$ cat src/rtl/bus_arb_pkg.sv
// Shared types and helpers for the 8088 HOLD/HLDA bus arbiter.
// Holds the arbiter state encoding and the round-robin pick function.
package bus_arb_pkg;

    typedef enum logic [2:0] {
        IDLE,
        WAIT_HLDA,
        GRANT,
        TURN,
        WAIT_REL
    } arb_state_t;

    // Widest requester vector the pick function accepts.
    localparam int MAX_REQ = 8;

    typedef struct packed {
        logic       valid;
        logic [2:0] idx;
    } rr_pick_t;

    // First set bit of req scanning upward from ptr, modulo num_req.
    function automatic rr_pick_t rr_pick(
        input logic [MAX_REQ-1:0] req,
        input logic [2:0]         ptr,
        input int                 num_req
    );
        rr_pick_t pick;
        int       idx;
        pick = '0;
        // Scan from the farthest offset down so the nearest set bit is written last.
        for (int i = MAX_REQ - 1; i >= 0; i--) begin
            if (i < num_req) begin
                idx = int'(ptr) + i;
                if (idx >= num_req) idx = idx - num_req;
                if (req[3'(idx)]) begin
                    pick.valid = 1'b1;
                    pick.idx   = 3'(idx);
                end
            end
        end
        return pick;
    endfunction

endpackage

$ cat src/rtl/bus_hold_arbiter_sync2.sv
// Two-flop synchroniser for asynchronous CPU pins such as HLDA.
module sync2 #(
    parameter int WIDTH = 1
) (
    input  logic             CLK,
    input  logic             RESET,
    input  logic [WIDTH-1:0] d,
    output logic [WIDTH-1:0] q
);

    logic [WIDTH-1:0] meta;

    // Two back-to-back flops let a metastable first stage settle before q is used.
    always_ff @(posedge CLK or posedge RESET) begin
        if (RESET) begin
            meta <= '0;
            q    <= '0;
        end else begin
            // NOTE: non-blocking so each flop takes its pre-edge input, giving a real two-stage chain.
            meta <= d;
            q    <= meta;
        end
    end

endmodule

$ cat src/rtl/bus_hold_arbiter.sv
// Shares the 8088 local bus between the CPU and NUM_REQ external masters via HOLD/HLDA.
// HOLD is raised on any request; once the synchronised HLDA arrives one requester is
// granted in round-robin order, for at most MAX_BURST cycles (0 = unlimited).
// Optional build macro HOLD_CHAIN_EN: from TURN, pending requests are granted directly
// while HOLD stays high, skipping the HLDA release/re-acquire handshake.
module bus_hold_arbiter
    import bus_arb_pkg::*;
#(
    parameter  int NUM_REQ   = 4,
    parameter  int MAX_BURST = 16,
    localparam int CW        = (MAX_BURST > 0) ? $clog2(MAX_BURST + 1) : 1,
    localparam int IW        = $clog2(NUM_REQ)
) (
    input  logic               CLK,
    input  logic               RESET,
    input  logic [NUM_REQ-1:0] REQ,
    input  logic [NUM_REQ-1:0] DONE,
    input  logic               HLDA,
    output logic               HOLD,
    output logic [NUM_REQ-1:0] GNT,
    output logic [IW-1:0]      GNT_ID,
    output logic               BUS_OE,
    output logic               TIMEOUT,
    output logic               ABORT
);

    arb_state_t         state, state_next;
    logic [IW-1:0]      rr_ptr, rr_ptr_next;
    logic [CW-1:0]      count, count_next;
    logic               hold_next, bus_oe_next, timeout_next, abort_next;
    logic [NUM_REQ-1:0] gnt_next;
    logic [IW-1:0]      gnt_id_next;
    logic               hlda_s;

    logic [MAX_REQ-1:0] req_ext;
    rr_pick_t           pick;
    logic [IW-1:0]      winner;
    logic               take_grant;
    logic               cur_done, cur_req, burst_hit, released;

    sync2 #(.WIDTH(1)) u_hlda_sync (
        .CLK   (CLK),
        .RESET (RESET),
        .d     (HLDA),
        .q     (hlda_s)
    );

    // Round-robin winner among the live requests, starting at rr_ptr.
    always_comb begin
        req_ext              = '0;
        req_ext[NUM_REQ-1:0] = REQ;
        pick                 = rr_pick(req_ext, 3'(rr_ptr), NUM_REQ);
        winner               = IW'(pick.idx);
    end

    assign cur_done  = DONE[GNT_ID];
    assign cur_req   = REQ[GNT_ID];
    assign burst_hit = (MAX_BURST != 0) && (count == CW'(MAX_BURST - 1));
    assign released  = cur_done || !cur_req;

    // Next-state and next-output decode for the HOLD/grant sequence.
    always_comb begin
        // NOTE: every signal driven here gets a default first, so no path can infer a latch.
        state_next   = state;
        hold_next    = HOLD;
        gnt_next     = GNT;
        gnt_id_next  = GNT_ID;
        bus_oe_next  = BUS_OE;
        timeout_next = 1'b0;
        abort_next   = 1'b0;
        rr_ptr_next  = rr_ptr;
        count_next   = count;
        take_grant   = 1'b0;

        case (state)
            IDLE: begin
                if (|REQ) begin
                    state_next = WAIT_HLDA;
                    hold_next  = 1'b1;
                end
            end
            WAIT_HLDA: begin
                if (hlda_s) begin
                    if (pick.valid) begin
                        take_grant = 1'b1;
                    end else begin
                        state_next = WAIT_REL;
                        hold_next  = 1'b0;
                    end
                end
            end
            GRANT: begin
                if (!hlda_s) begin
                    // CPU took the bus back: drop everything and start over.
                    state_next  = IDLE;
                    hold_next   = 1'b0;
                    gnt_next    = '0;
                    bus_oe_next = 1'b0;
                    abort_next  = 1'b1;
                    count_next  = '0;
                end else if (released || burst_hit) begin
                    state_next   = TURN;
                    gnt_next     = '0;
                    bus_oe_next  = 1'b0;
                    count_next   = '0;
                    timeout_next = burst_hit && !released;
                end else begin
                    count_next = count + CW'(1);
                end
            end
            TURN: begin
`ifdef HOLD_CHAIN_EN
                if (pick.valid) begin
                    take_grant = 1'b1;
                end else begin
                    state_next = WAIT_REL;
                    hold_next  = 1'b0;
                end
`else
                state_next = WAIT_REL;
                hold_next  = 1'b0;
`endif
            end
            WAIT_REL: begin
                if (!hlda_s) state_next = IDLE;
            end
            default: begin
                state_next = IDLE;
                hold_next  = 1'b0;
                gnt_next   = '0;
                bus_oe_next = 1'b0;
            end
        endcase

        if (take_grant) begin
            state_next           = GRANT;
            gnt_next             = '0;
            gnt_next[winner]     = 1'b1;
            gnt_id_next          = winner;
            bus_oe_next          = 1'b1;
            count_next           = '0;
            rr_ptr_next          = (pick.idx == 3'(NUM_REQ - 1)) ? '0 : IW'(pick.idx + 3'd1);
        end
    end

    // State and registered outputs; reset clears everything at once, mid-grant included.
    always_ff @(posedge CLK or posedge RESET) begin
        if (RESET) begin
            state   <= IDLE;
            rr_ptr  <= '0;
            count   <= '0;
            HOLD    <= 1'b0;
            GNT     <= '0;
            GNT_ID  <= '0;
            BUS_OE  <= 1'b0;
            TIMEOUT <= 1'b0;
            ABORT   <= 1'b0;
        end else begin
            state   <= state_next;
            rr_ptr  <= rr_ptr_next;
            count   <= count_next;
            HOLD    <= hold_next;
            GNT     <= gnt_next;
            GNT_ID  <= gnt_id_next;
            BUS_OE  <= bus_oe_next;
            TIMEOUT <= timeout_next;
            ABORT   <= abort_next;
        end
    end

endmodule

$ cat config.mk
export PLATFORM = sky130hd
export DESIGN_NAME = bus_hold_arbiter
export DESIGN_NICKNAME = d
export VERILOG_FILES = /design/src/rtl/bus_arb_pkg.sv /design/src/rtl/bus_hold_arbiter_sync2.sv /design/src/rtl/bus_hold_arbiter.sv
export SDC_FILE = /design/constraint.sdc
export NUM_CORES = 1
export LEC_CHECK = 0
export ABC_AREA = 1
export CAP_MARGIN = 10
export CORE_MARGIN = 3
export CORE_UTILIZATION = 42
export CTS_CLUSTER_DIAMETER = 80
export DETAILED_ROUTE_END_ITERATION = 8
export PLACE_DENSITY = 0.67
export SYNTH_ARGS = -nofsm -noshare
export SYNTH_HDL_FRONTEND = slang
export SYNTH_SLANG_ARGS = --single-unit
$ cat constraint.sdc
create_clock -name CLK -period 1.9 [get_ports CLK]
set_input_delay 0.38 -clock CLK [delete_from_list [all_inputs] [get_ports CLK]]
set_output_delay 0.38 -clock CLK [all_outputs]
set_load 0.05 [all_outputs]
==> metrics.txt <==
area post-placement 0.00174 sq mm; Critical Path AT 2070 ps; Critical Path RT 2110 ps; die area 0.00395 sq mm; CP Capture Type register; final setup margin 42.3 ps; area grow syn2layout 52.3%; leading area contributor after synthesis dfrtp_1; Vias/cell 4.91; Period minus WS final 1860 ps; syn avg cell area 7.58 sq um; CTS H-tree lvls 1; TritonCTS clock tree built; chip width 62.9 um; Fill cells 264; R2R Setup Slk 40 ps; DR WL/cell 12.3 um; Initial Utilization 44.1%; Slew HR 66.4%; multiplexer share of the synthesized area 0%; initial antenna violation count 0; min-delay worst type reg2reg; antenna-violating nets left 0; reg2reg start rr_ptr[0]$_DFFE_PP0P_; post-synth net total 201; worst clock skew 15.5 ps; Worst Hold Launch u_hlda_sync.meta$_DFF_PP0_; layout cells sized above 1 36.6%; Slew Limit Fails 0; CTS sink cnt 22; Cell variety after synth 24; Vert. Die Dim 62.9 um; Final HPWL DP 2260 um; Crit Path Class reg2reg; worst hold path cell count 0; hold path endpoint u_hlda_sync.q$_DFF_PP0_; max-cap check violation count 0; largest cells by area after synthesis dfrtp_1, nand2_1, ha_1, nand3_1, inv_1; Final #Nets 255; Total GRT Usage 15.4%; Layout Utilization 67.2%; complex-gate fraction of the synthesized area 5.90%; r2r worst-path depth 13; worst hold slack 343 ps; Detailed Route WL 3400 um; port bufs 20; CP Max Fanout 4; GPL Wtd Cong 0.869; clock buffer depth 2; largest family of logic cells by synthesized area simple AND/OR/NAND/NOR gates; VDD IR max 0.00170 V; setup TNS 0 ps; Congestion Overflow GR 0; Post-Synthesis Cells 179; Synth top area share 40.6%; first-pass GRT wire length 5020 um; outcome finished, final reports clean; Post-CTS Hold Fix Bufs 0; via count 1355; RSZ-0062 raised after global routing yes; Cell Rows 20; final hold violations 0; #FFs+latches synth 22; crit start category register; DR DRC count 0; largest net degree at the start of global routing 23; Final setup viols 0; clock-pin slew on the worst setup and hold paths 130 ps; CTS buffer count 3; final instance area 0.00207 sq mm; post-synthesis adder-cell area fraction 10.1%; number of diodes 0; boundary pin count 21; Pre-antenna DRT Iters 5; DRT iter0 DRCs 37; core area 0.00308 sq mm; FMAX 538 MHz; Synth Area in XOR/XNOR 1.29%; post-synthesis simple-gate area fraction 33.5%; leakage power 1.09 nW; sequential element share of the synthesized area 40.6%; reg-to-reg critical path endpoint GNT[0]$_DFFE_PP0P_; Slew @ Worst Pin 503 ps; Place WS -228 ps; mapped cell area 0.00136 sq mm; CTS root buffer clkbuf_4; number of global-route vias before repair 1191; Final period util 97.8%; clock latency on the worst-skew pair 310 ps; Yosys warning count 0; Cell Pwr Density 1820 mW/mm^2
## kinds of logic (layout without fill, tap and decap cells)
family / Yosys count / count (layout)
AND/OR/NAND/NOR: 101 / 101
buffers and inverters: 29 / 82
flip-flops: 22 / 22
AO/OA/AOI/OAI: 14 / 14
adder cells (fa/ha/maj): 11 / 11
XOR/XNOR: 2 / 2
## final cells by class
cell class              count  area, sq um  share of cell area (%)
clock buffers               3         22.5                    1.09
clock inverters             1         30.0                    1.45
inverters                  28          113                    5.44
multi-input cells         128          872                    42.2
flip-flops and latches     22          552                    26.7
well taps                  44         55.1                    2.66
repair buffers             50          424                    20.5
## per-stage QoR
stage / std cells / power, mW
finish: 276 / 3.75
global route: 276 / 4.04
CTS: 267 / 3.09
detailed placement: 262 / 2.59
global placement: 262 / 2.56
floorplan: 179 / 1.97
## Yosys cell counts
cell type and number:
nand3_4 1, ha_1 11, nor2_2 1, nand2_1 57, o21ai_0 5, xnor2_1 1, inv_2 1, nand3_1 21
nand3_2 2, nor2_1 10, xor2_1 1, inv_1 27, o21ai_1 2, nand4_1 1, nand3b_1 1, o22ai_1 2
and3_1 1, dfrtp_1 22, a21oi_1 3, a21oi_2 1, nand2_2 4, o21ai_2 1, buf_6 1, nor3_1 2
## worst max path at each step
| stage | start | endpoint | slack, ps |
|---|---|---|---|
| final | rr_ptr[0]$_DFFE_PP0P_ | GNT[0]$_DFFE_PP0P_ | 40 |
| after global routing | rr_ptr[0]$_DFFE_PP0P_ | GNT[1]$_DFFE_PP0P_ | -80 |
| after CTS | rr_ptr[0]$_DFFE_PP0P_ | rr_ptr[0]$_DFFE_PP0P_ | -30 |
| after detailed placement | REQ[1] | rr_ptr[0]$_DFFE_PP0P_ | -230 |
| after global placement | REQ[1] | rr_ptr[0]$_DFFE_PP0P_ | -160 |
| after floorplan | rr_ptr[0]$_DFFE_PP0P_ | rr_ptr[0]$_DFFE_PP0P_ | 20 |
## repair_timing
action                                  4_1_cts  5_1_grt
buffers inserted                              1        9
gates resized for setup                       6       48
endpoints found under the hold margin         0        0
pin swaps                                     2       14
endpoints found under the setup margin        4       11
## cells in the final DEF (no fill, tap or decap), types with 5 or more instances in the layout
master | netlist | layout
nand2_1 | 57 | 42
buf_4 | 0 | 34
inv_1 | 27 | 24
dfrtp_1 | 22 | 21
nand2_2 | 4 | 17
nand3_1 | 21 | 16
clkdlybuf4s50_1 | 0 | 11
nor2_1 | 10 | 8
ha_4 | 0 | 6
nand3_2 | 2 | 5
ha_1 | 11 | 5
## critical path, stage by stage (launching register included)
cell and delay (ps):
dfrtp_2 450, inv_4 80, buf_4 100, buf_4 120, nand2_1 80, nand3_1 130
nand2_1 100, inv_1 130, nand3_2 120, nand2_4 120, inv_4 60, ha_4 160
nand2_2 60, nand2_2 40
## routing by layer
layer	global-route usage, %	wire length, um	up-vias
li1	-	-	672
met1	19.3	1550	629
met2	27.4	1660	42
met3	3.24	117	12
met4	2.48	70	0
met5	0	0	-
## sequential cells by signal, indices dropped and copies added, names as in the netlist
register,count
count,5
HOLD,1
GNT_ID,2
state,3
rr_ptr,2
TIMEOUT,1
u_hlda_sync.meta,1
BUS_OE,1
u_hlda_sync.q,1
GNT,4
ABORT,1
## report_power, final
group	internal, mW	total, mW	switching [mW]
Clock	0.213	0.359	0.146
Sequential	0.611	0.710	0.0986
Combinational	1.09	2.69	1.60
No activity file was read; power rests on OpenSTA's default activity.
